`config.mk`:
```
export PLATFORM = sky130hd
export DESIGN_NAME = bit_scan_reg
export DESIGN_NICKNAME = d
export VERILOG_FILES = /design/src/rtl/bit_scan_reg.sv
export SDC_FILE = /design/constraint.sdc
export NUM_CORES = 1
export LEC_CHECK = 0
export ABC_AREA = 0
export CAP_MARGIN = 15
export CORE_ASPECT_RATIO = 0.75
export CORE_MARGIN = 3
export CORE_UTILIZATION = 41
export CTS_CLUSTER_SIZE = 25
export DETAILED_ROUTE_END_ITERATION = 12
export GPL_ROUTABILITY_DRIVEN = 0
export SYNTH_ARGS = -nofsm -noshare
export SYNTH_HDL_FRONTEND = slang
export SYNTH_SLANG_ARGS = --single-unit
```
`constraint.sdc`:
```
create_clock -name clk -period 1.95 [get_ports clk]
set_input_delay 0.2925 -clock clk [delete_from_list [all_inputs] [get_ports clk]]
set_output_delay 0.2925 -clock clk [all_outputs]
set_load 0.05 [all_outputs]
```
`src/rtl/bit_scan_reg.sv`:
```
// bit_scan_reg: holds a WIDTH-bit word and offers two ways to read it.
//   - A registered random-access bit read, sel_bit = word[sel_idx].
//   - A one-bit-per-cycle serial scan of the whole word, started by start
//     when ready=1 and ended early by abort.
// Build option: define BIT_SCAN_LSB_FIRST_EN to scan word[0] first.
// The default build scans word[WIDTH-1] first.
//
// Handshake: start is accepted only on an edge where ready=1, meaning the
// block is in IDLE. While ser_valid=1, ser_out carries one bit per cycle
// and there is no backpressure. ser_last marks the final bit. An abort
// sampled at an edge drops ser_valid and raises ready in the next cycle.
module bit_scan_reg #(
    parameter int WIDTH      = 8,
    parameter     RESET_WORD = 8'hF2,
    parameter int IW         = $clog2(WIDTH)
) (
    input  logic             clk,
    input  logic             rst,
    input  logic             load,
    input  logic [WIDTH-1:0] load_word,
    input  logic             start,
    input  logic             abort,
    input  logic [IW-1:0]    sel_idx,
    output logic             ready,
    output logic             ser_valid,
    output logic             ser_out,
    output logic             ser_last,
    output logic             sel_bit
);

    localparam logic [WIDTH-1:0] RST_WORD = WIDTH'(RESET_WORD);
    localparam int               EW       = 1 << IW;
    localparam logic [IW-1:0]    LAST     = IW'(WIDTH - 1);

    typedef enum logic {
        IDLE = 1'b0,
        SCAN = 1'b1
    } state_t;

    state_t           state;
    logic [WIDTH-1:0] word;
    logic [WIDTH-1:0] sh;
    logic [IW-1:0]    cnt;

    // Padding the word to a power-of-two width makes any index past
    // WIDTH-1 read a zero. This removes the need for a range compare.
    logic [EW-1:0]    word_ext;
    logic [WIDTH-1:0] snap;
    logic [IW-1:0]    nxt;
    logic [IW-1:0]    nxt_idx;

    assign word_ext = EW'(word);
    assign snap     = load ? load_word : word;
    assign nxt      = cnt + IW'(1);

`ifdef BIT_SCAN_LSB_FIRST_EN
    localparam logic [IW-1:0] FIRST = '0;
    assign nxt_idx = nxt;
`else
    localparam logic [IW-1:0] FIRST = LAST;
    assign nxt_idx = LAST - nxt;
`endif

    // Word register: a load is honoured only while IDLE.
    always_ff @(posedge clk or posedge rst) begin
        if (rst) begin
            word <= RST_WORD;
        end else if (state == IDLE && load) begin
            word <= load_word;
        end
    end

    // Random-access read of the live word, one cycle of latency.
    always_ff @(posedge clk or posedge rst) begin
        if (rst) begin
            sel_bit <= 1'b0;
        end else begin
            sel_bit <= word_ext[sel_idx];
        end
    end

    // Scan FSM.
    // On an accepted start, sh captures a frozen copy of the word, so a
    // load in the same cycle is already included in the copy.
    always_ff @(posedge clk or posedge rst) begin
        if (rst) begin
            state     <= IDLE;
            sh        <= '0;
            cnt       <= '0;
            ready     <= 1'b1;
            ser_valid <= 1'b0;
            ser_out   <= 1'b0;
            ser_last  <= 1'b0;
        end else begin
            case (state)
                IDLE: begin
                    if (start) begin
                        state     <= SCAN;
                        sh        <= snap;
                        cnt       <= '0;
                        ready     <= 1'b0;
                        ser_valid <= 1'b1;
                        ser_out   <= snap[FIRST];
                        ser_last  <= 1'b0;
                    end
                end
                SCAN: begin
                    // An abort during the last-bit cycle ends the scan the
                    // same way a normal finish does.
                    if (abort || cnt == LAST) begin
                        state     <= IDLE;
                        ready     <= 1'b1;
                        ser_valid <= 1'b0;
                        ser_out   <= 1'b0;
                        ser_last  <= 1'b0;
                    end else begin
                        cnt      <= nxt;
                        ser_out  <= sh[nxt_idx];
                        ser_last <= (nxt == LAST);
                    end
                end
                default: begin
                    state <= IDLE;
                    ready <= 1'b1;
                end
            endcase
        end
    end

endmodule
```
==> results.tsv, run 1 <==
metric	value	unit
power	1552	uW
cts_made_buffers	3	
p_sw	511.4	uW
vdd_ir_drop_max	476.3	uV
routed_wl	2351	microns
postRouteAntennaNets	0	
worstSetupStartpoint	cnt[0]$_DFFE_PP0P_	
holdBufCountCts	0	
num-fill-cells	239	
status	finished clean	
synthesis.nets	120	
cp_max_fo	8	
area_delta_synth_final	24.40	%
num_vias	839	
drc_errors	0	
viasPerCell	5.244	
synth_top_area_cell	dfrtp_1	
synth_edf_count	0	
finalSetupViolCount	0	
drt_iter0_markers	33	
post_cts_buffers	0	
timing.rr.end	cnt[2]$_DFFE_PP0P_	
p_int	1041	uW
power_per_cell_area	1049	nW/um^2
die_h	52.66	microns
start_kind	flip-flop	
final_nets	144	
cts_tree	built	
core_area	2683	sq um
n_antenna_cell	0	
fp.dieW	68.21	microns
max_freq	0.5604	GHz
p_leak	0.0006469	uW
grt_pass1_wl	4002	microns
period_needed	1.784	ns
hold_path.class	input pin to asynchronous set/reset pin	
ys.warnings.count	0	
final.setup.worst_slack	0.1657	ns
dp_hpwl	1781	microns
firstDrtPassIters	4	
maxSlewHeadroom	66.78	%
clkPwrFrac	19.6	%
ctsHtreeMaxLevel	1	
grt-ovfl-total	0	
io_buffers	20	
grt_start_max_net_pins	26	
dieArea	3591	sq um
regToRegSetupSlack	0.17	ns
ys_seq_area_share	53.21	%
arrival	1.92	ns
power_frac_comb	31.1	%
ff_latch_area	633.1	sq um
post-place-ws	0.1783	ns
endpoint_kind	flip-flop	
start_util	44.36	%
ctsResizeCount	0	
grt_pass1_vias	844	
grtUsageTotal	15.68	%
cts_num_sinks	25	
final.period_utilization	91.50	%
tightest_slew	0.4968	ns
ys.flop_type	dfrtp_1	
synth_cells	101	
swShare	32.95	%
rsz0062_at_grt	no	
clk_path_buf_depth	2	
setup_tns	0	ns
drive_gt1_share	21.77	%
worstSetupEndpoint	cnt[2]$_DFFE_PP0P_	
synth_most_common_cell	dfrtp_1	
root_buffer	clkbuf_8	
drv_cap	0	
clock_skew	0.001665	ns
clk_latency	0.27	ns
cp.required	2.09	ns
ios	21	
hold_violations	0	
clkTransAtPathRegs	0.08	ns
wl_per_cell	14.69	microns
synth_async_sr_flop_share	100.0	%
path_class	flip-flop to flip-flop	
r2r_cells	6	
synth_area_leaders	dfrtp_1 40%, dfstp_2 13%, mux2_2 8.5%, mux2i_1 6.7%, o21ai_0 5.9%	
synth_seq_cells	25	
final_cells	160	
multi_input_area	513.0	sq um
yosysTopAreaCellShare	39.96	%
synth_common_cells	19 x dfrtp_1, 14 x o21ai_0, 12 x nand2_1	
r2r_start	cnt[0]$_DFFE_PP0P_	
netlist_area	1190	sq um
seqPwrFrac	49.3	%
synth_cell_types	22	
place_inst	156	
finalMaxSlewViolations	0	
antenna_found_initial	0	
avgSynthCellArea	11.78	sq um
row_count	16	
-- power groups by stage --
| stage | sequential (uW) | clock [uW] | combinational (uW) |
|---|---|---|---|
| 6_report | 765 | 303 | 483 |
| 5_1_grt | 784 | 337 | 537 |
| 4_1_cts | 765 | 316 | 490 |
| 3_5_place_dp | 775 | 0 | 487 |
| 3_3_place_gp | 771 | 0 | 474 |
| 2_1_floorplan | 824 | 0 | 268 |
-- cells by family (layout without fill, tap and decap cells) --
group / count (synthesis) / in the layout / synth area share (%)
DFF: 25 / 25 / 53.21
and+or+nand+nor: 25 / 25 / 9.569
muxes: 20 / 20 / 20.93
AOI/OAI and AO/OA: 19 / 19 / 9.465
buffers and inverters: 9 / 32 / 3.680
adders and majority gates: 3 / 3 / 3.155
-- layout by cell type (no fill, tap or decap) --
cell type         n
and2b_1           1
ha_1              3
or3b_1            1
clkdlybuf4s50_1  19
a2111oi_0         2
nor2_1            5
nand2_1          12
o41ai_1           1
clkinv_2          1
nand3_1           3
clkbuf_8          3
dfstp_2           6
mux2i_1           8
o31ai_1           1
nor2b_1           2
buf_4             5
dfrtp_1          19
a211o_1           1
inv_1             4
mux4_2            3
mux2_2            9
o21ai_0          14
nand2b_1          1
-- area by class of cell --
type / instances / area share [%]
Multi-Input combinational cell: 67 / 34.66
Sequential cell: 25 / 42.77
Clock inverter: 1 / 0.3381
Inverter: 4 / 1.014
Timing Repair Buffer: 24 / 15.38
Clock buffer: 3 / 2.790
Tap cell: 36 / 3.043
-- worst max-delay path, cell delays in order (launching register included) --
cell	delay (ns)
dfrtp_1	0.45
ha_1	0.23
ha_1	0.21
or3b_1	0.41
buf_4	0.18
nand3_1	0.08
o21ai_0	0.11
-- per-stage QoR --
| stage | hold slack, ns | util, % | cell area, sq um |
|---|---|---|---|
| after global placement | 0.4629 | 53.45 | 1434 |
| after floorplan | 0.3154 | - | 1190 |
| final | 0.3710 | 55.18 | 1480 |
| after detailed placement | 0.4723 | 53.45 | 1434 |
| after global routing | 0.3955 | 55.18 | 1480 |
| after CTS | 0.3836 | 55.18 | 1480 |
-- state kept, by name, summed over array words and instances, names as in the netlist --
signal     flops
ser_valid      1
ser_out        1
word           8
sel_bit        1
ready          1
sh             8
cnt            3
ser_last       1
state          1
-- metal layers --
layer	vias to the layer above	routed length (microns)	global-route usage [%]
li1	401	-	-
met3	4	152	5.365
met5	-	0	0
met1	411	1076	21.44
met4	0	25	4.620
met2	23	1098	23.36
-- how the worst min path moves through the flow --
stage / from / to / slack [ns]
2_1_floorplan: rst / cnt[0]$_DFFE_PP0P_ / 0.32
3_3_place_gp: sh[1]$_DFFE_PP0P_ / sh[1]$_DFFE_PP0P_ / 0.46
3_5_place_dp: sh[0]$_DFFE_PP0P_ / sh[0]$_DFFE_PP0P_ / 0.47
4_1_cts: rst / sh[4]$_DFFE_PP0P_ / 0.38
5_1_grt: rst / sel_bit$_DFF_PP0_ / 0.40
6_report: rst / sel_bit$_DFF_PP0_ / 0.37
Note: power is estimated with default switching activity, not from simulation.
==> inputs of run 2 (changes only) <==
--- a/config.mk
+++ b/config.mk
@@ -12,7 +12,7 @@
 export CORE_UTILIZATION = 41
 export CTS_CLUSTER_SIZE = 25
 export DETAILED_ROUTE_END_ITERATION = 12
-export GPL_ROUTABILITY_DRIVEN = 0
+export GPL_ROUTABILITY_DRIVEN = 1
 export SYNTH_ARGS = -nofsm -noshare
 export SYNTH_HDL_FRONTEND = slang
 export SYNTH_SLANG_ARGS = --single-unit
==> constraint.sdc (replaced) <==
create_clock -name clk -period 1.95 [get_ports clk]
set_input_delay 0.2925 -clock clk [delete_from_list [all_inputs] [get_ports clk]]
set_output_delay 0.2925 -clock clk [all_outputs]
set_load 0.1 [all_outputs]
==> run 2 against run 1 <==
Effect of this change: die area did not move; sequential cell count did not move; global-route usage fell by 1.1 points; first-iteration DRC count fell by 9.1%; sequential power barely moved; critical path type unchanged; critical endpoint is now ser_out$_DFFE_PP0P_.
==> results.tsv, run 2 (synthesis results as in run 1) <==
metric	value	unit	change
status	finished clean		
root_buffer	clkbuf_8		
grt_pass1_wl	3760	microns	-6.0%
grt_start_max_net_pins	26		unchanged
antenna_found_initial	0		unchanged
cpMostUsedCell	ha_1		
rsz0062_at_grt	no		
firstDrtPassIters	4		unchanged
ios	21		unchanged
crit_chain	ha_1, ha_1, or3b_1, o41ai_1		
drive_gt1_share	24.19	%	+2.4 points
slowest_stage	dfrtp_1		
finalSetupViolCount	0		unchanged
clock_skew	0.004358	ns	+0.002693 ns
grt-ovfl-total	0		unchanged
grt_pass1_vias	809		-4.1%
final_cell_mix	19 x dfrtp_1, 15 x clkdlybuf4s50_1, 14 x o21ai_0		
post_cts_buffers	0		unchanged
slowest_delay	0.45	ns	about the same
setup_tns	0	ns	unchanged
area_delta_synth_final	24.50	%	about the same
postRouteAntennaNets	0		unchanged
final_nets	144		unchanged
p_leak	0.0006536	uW	+1.0%
num-fill-cells	248		+3.8%
num_vias	813		-3.1%
viasPerCell	5.081		-3.1%
start_util	44.36	%	unchanged
finalMaxSlewViolations	0		unchanged
holdBufCountCts	0		unchanged
max_freq	0.5542	GHz	-1.1%
grtUsageTotal	14.58	%	-1.1 points
core_area	2683	sq um	unchanged
clk_path_buf_depth	2		unchanged
drc_errors	0		unchanged
arrival	1.96	ns	+0.04 ns
cp.required	2.11	ns	+0.02 ns
ctsResizeCount	0		unchanged
tightest_slew	0.4655	ns	-0.03130 ns
path_class	flip-flop to flip-flop		
wl_per_cell	13.98	microns	-4.8%
power_per_cell_area	1111	nW/um^2	+5.9%
drt_iter0_markers	30		-9.1%
die_h	52.66	microns	unchanged
routed_wl	2237	microns	-4.8%
ctsHtreeMaxLevel	1		unchanged
drv_cap	0		unchanged
start_kind	flip-flop		
reg_top3	sh (8), word (8), cnt (3)		
final_common_cell	dfrtp_1		
cts_made_buffers	3		unchanged
fp.dieW	68.21	microns	unchanged
regToRegSetupSlack	0.15	ns	-0.02 ns
vdd_ir_drop_max	519.0	uV	+9.0%
clkTransAtPathRegs	0.08	ns	about the same
r2r_start	cnt[0]$_DFFE_PP0P_		
clk_latency	0.27	ns	about the same
n_antenna_cell	0		unchanged
timing.rr.end	ser_out$_DFFE_PP0P_		
hold_violations	0		unchanged
io_buffers	20		unchanged
row_count	16		unchanged
hold_path.class	input pin to asynchronous set/reset pin		
cts_tree	built		
period_needed	1.804	ns	+0.02012 ns
cts_num_sinks	25		unchanged
r2r_cells	4		-2
cp_max_fo	6		-2
place_congestion	0.8363		
endpoint_kind	flip-flop		
final.period_utilization	92.54	%	+1.0 points
maxSlewHeadroom	68.16	%	+1.4 points
power	1645	uW	+6.0%
dp_hpwl	1710	microns	-4.0%
dieArea	3591	sq um	unchanged
==> run 2: cell types whose count changed in the layout (fill, tap and decap cells not counted), sizes merged <==
| cell | previous run | this run |
|---|---|---|
| buf | 5 | 9 |
| clkinv | 1 | 0 |
| clkbuf | 3 | 4 |
| clkdlybuf4s50 | 19 | 15 |
==> run 2: final cells by class <==
cell class / instances / area [sq um] / share of cell area (%)
flip-flops and latches: 25 / 633.1 / 42.74
repair buffers: 24 / 230.2 / 15.54
multi-input cells: 67 / 513.0 / 34.63
inverters: 4 / 15.01 / 1.014
clock buffers: 4 / 45.04 / 3.041
well taps: 36 / 45.04 / 3.041
==> run 2: worst max-delay path by stage <==
stage / startpoint / end / depth (start not counted)
after global routing: cnt[0]$_DFFE_PP0P_ / ser_out$_DFFE_PP0P_ / 4
final: cnt[0]$_DFFE_PP0P_ / ser_out$_DFFE_PP0P_ / 4
after global placement: sel_idx[0] / sel_bit$_DFF_PP0_ / 3
after CTS: cnt[0]$_DFFE_PP0P_ / ser_out$_DFFE_PP0P_ / 4
after floorplan: cnt[0]$_DFFE_PP0P_ / ser_out$_DFFE_PP0P_ / 5
after detailed placement: cnt[0]$_DFFE_PP0P_ / ser_out$_DFFE_PP0P_ / 4
==> run 2: routing by layer <==
layer	global-route usage (%)	up-vias	share of wire, %
met5	0	-	0
met4	3.960	0	0.63
met3	5.150	2	5.4
met2	21.44	18	45
met1	20.19	391	49
li1	-	402	-
==> run 2: stage by stage <==
| stage | hold slack (ns) | area [sq um] | instances | setup WS (ns) | utilization (%) |
|---|---|---|---|---|---|
| finish | 0.3661 | 1481 | 160 | 0.1455 | 55.22 |
| global route | 0.4041 | 1481 | 160 | 0.02974 | 55.22 |
| CTS | 0.3832 | 1481 | 160 | 0.1241 | 55.22 |
| detailed placement | 0.4697 | 1436 | 156 | 0.1395 | 53.54 |
| global placement | 0.4623 | 1436 | 156 | 0.1900 | 53.54 |
| floorplan | 0.3154 | 1190 | 101 | 0.2049 | - |
==> run 2: worst max-delay path, delay by kind of cell, from the launching register on <==
kind	cells	cell delay (ns)
flip-flops	1	0.45
AO/OA/AOI/OAI	1	0.39
AND/OR/NAND/NOR	1	0.44
adder cells (fa/ha/maj)	2	0.42
==> run 2: where the power goes <==
part	total, uW	switching, uW	internal (uW)
registers	763	95.3	668
logic	577	342	235
clock network	305	159	146
total	1650	596	1050
==> inputs of run 3 (changes only) <==
==> constraint.sdc (replaced) <==
create_clock -name clk -period 2.3 [get_ports clk]
set_input_delay 0.345 -clock clk [delete_from_list [all_inputs] [get_ports clk]]
set_output_delay 0.345 -clock clk [all_outputs]
set_load 0.1 [all_outputs]
==> run 3 against run 2 <==
Effect of this change: global-route usage down 0.49 points; die area unchanged; hold slack better by 0.055 ns; routed wire length down 3.2%; critical endpoint unchanged.
==> results.tsv, run 3 (synthesis results as in run 1) <==
metric	value	unit	change
place_congestion	0.8575		+2.5%
power_per_cell_area	941.4	nW/um^2	-15%
final_core_util	54.20	%	-1.0 points
r2r_start	cnt[0]$_DFFE_PP0P_		
area_delta_synth_final	22.19	%	
post_cts_buffers	0		unchanged
timing.rr.end	ser_out$_DFFE_PP0P_		
grt-ovfl-total	0		unchanged
num_vias	791		-2.7%
drive_gt1_share	22.95	%	-1.2 points
root_buffer	clkbuf_8		
cts_num_sinks	25		unchanged
placed_cell_area	1409	sq um	-1.9%
period_needed	1.866	ns	+0.06136 ns
ctsHtreeMaxLevel	1		unchanged
cp.required	2.46	ns	+0.35 ns
clk_path_buf_depth	2		unchanged
clk_latency	0.26	ns	about the same
max_freq	0.5360	GHz	-3.3%
final_common_cell	dfrtp_1		
drv_cap	0		unchanged
start_kind	flip-flop		
power	1369	uW	-17%
final_cell_mix	19 x dfrtp_1, 15 x clkdlybuf4s50_1, 14 x o21ai_0		
cts_made_buffers	3		unchanged
row_count	16		unchanged
status	finished clean		
dieArea	3591	sq um	unchanged
drc_errors	0		unchanged
p_leak	0.0006401	uW	-2.1%
place_inst	154		-1.3%
finalMaxSlewViolations	0		unchanged
endpoint_kind	flip-flop		
clock_skew	0.006477	ns	+0.002119 ns
regToRegSetupSlack	0.43	ns	+0.29 ns
hold_violations	0		unchanged
holdBufCountCts	0		unchanged
path_class	flip-flop to flip-flop		
dp_hpwl	1665	microns	-2.7%
postRouteAntennaNets	0		unchanged
rsz0062_at_grt	no		
tightest_slew	0.6462	ns	+0.1807 ns
grt_start_max_net_pins	26		unchanged
cp_max_fo	9		+3
final.period_utilization	81.12	%	-11 points
fp.dieW	68.21	microns	unchanged
start_util	44.36	%	unchanged
fin_area	1454	sq um	-1.9%
antenna_found_initial	0		unchanged
grt_pass1_vias	771		-4.7%
grt_pass1_wl	3643	microns	-3.1%
final_cells	158		-1.3%
die_h	52.66	microns	unchanged
routed_wl	2166	microns	-3.2%
grtUsageTotal	14.09	%	-0.49 points
setup_tns	0	ns	unchanged
reg_top3	sh (8), word (8), cnt (3)		
arrival	2.03	ns	+0.07 ns
maxSlewHeadroom	56.92	%	-11 points
viasPerCell	5.006		-1.5%
vdd_ir_drop_max	426.2	uV	-18%
clkTransAtPathRegs	0.08	ns	about the same
ctsResizeCount	0		unchanged
io_buffers	20		unchanged
r2r_cells	4		unchanged
drt_iter0_markers	70		+130%
final_nets	142		-1.4%
wl_per_cell	13.71	microns	-1.9%
firstDrtPassIters	3		-1
finalSetupViolCount	0		unchanged
cts_tree	built		
n_antenna_cell	0		unchanged
ios	21		unchanged
core_area	2683	sq um	unchanged
hold_path.class	input pin to asynchronous set/reset pin		
==> run 3: per-stage QoR <==
stage          hold slack [ns]  worst slack [ns]
6_report                0.4214            0.4342
3_3_place_gp            0.4645            0.4945
4_1_cts                 0.4356            0.4117
5_1_grt                 0.4485            0.2424
3_5_place_dp            0.4729            0.4445
2_1_floorplan           0.3679            0.5549
==> run 3: worst max-delay path: stages, from the launching register on <==
cell and delay (ns):
dfrtp_1 0.44, ha_1 0.22, ha_1 0.20, or3b_1 0.51, o41ai_1 0.38
==> run 3: how the worst max path moves through the flow <==
stage / start / endpoint / slack [ns] / depth (start not counted)
global placement: cnt[0]$_DFFE_PP0P_ / ser_out$_DFFE_PP0P_ / 0.49 / 4
floorplan: cnt[0]$_DFFE_PP0P_ / ser_out$_DFFE_PP0P_ / 0.55 / 5
detailed placement: cnt[0]$_DFFE_PP0P_ / ser_out$_DFFE_PP0P_ / 0.44 / 4
finish: cnt[0]$_DFFE_PP0P_ / ser_out$_DFFE_PP0P_ / 0.43 / 4
global route: cnt[0]$_DFFE_PP0P_ / ser_out$_DFFE_PP0P_ / 0.24 / 4
CTS: cnt[0]$_DFFE_PP0P_ / ser_out$_DFFE_PP0P_ / 0.41 / 4
==> run 3: area by class of cell <==
cell class / instances / area (sq um)
clock buffers: 4 / 45.04
fillers: 247 / 1229
inverters: 4 / 15.01
multi-input cells: 67 / 513.0
flip-flops and latches: 25 / 633.1
well taps: 36 / 45.04
repair buffers: 22 / 202.7
==> run 3: where the power goes <==
part | leakage [uW] | internal [uW] | total (uW) | switching (uW)
registers | 0.000298 | 566 | 648 | 81.9
clock network | 0.0000228 | 124 | 252 | 129
logic | 0.000320 | 184 | 469 | 285
==> run 3: layer usage <==
| metal | up-vias | part of all wire [%] | track usage [%] |
|---|---|---|---|
| met5 | - | 0 | 0 |
| met4 | 0 | 0.32 | 2.970 |
| met3 | 2 | 5.3 | 5.150 |
| met2 | 13 | 44 | 21.28 |
| met1 | 377 | 50 | 19.29 |
| li1 | 399 | - | - |
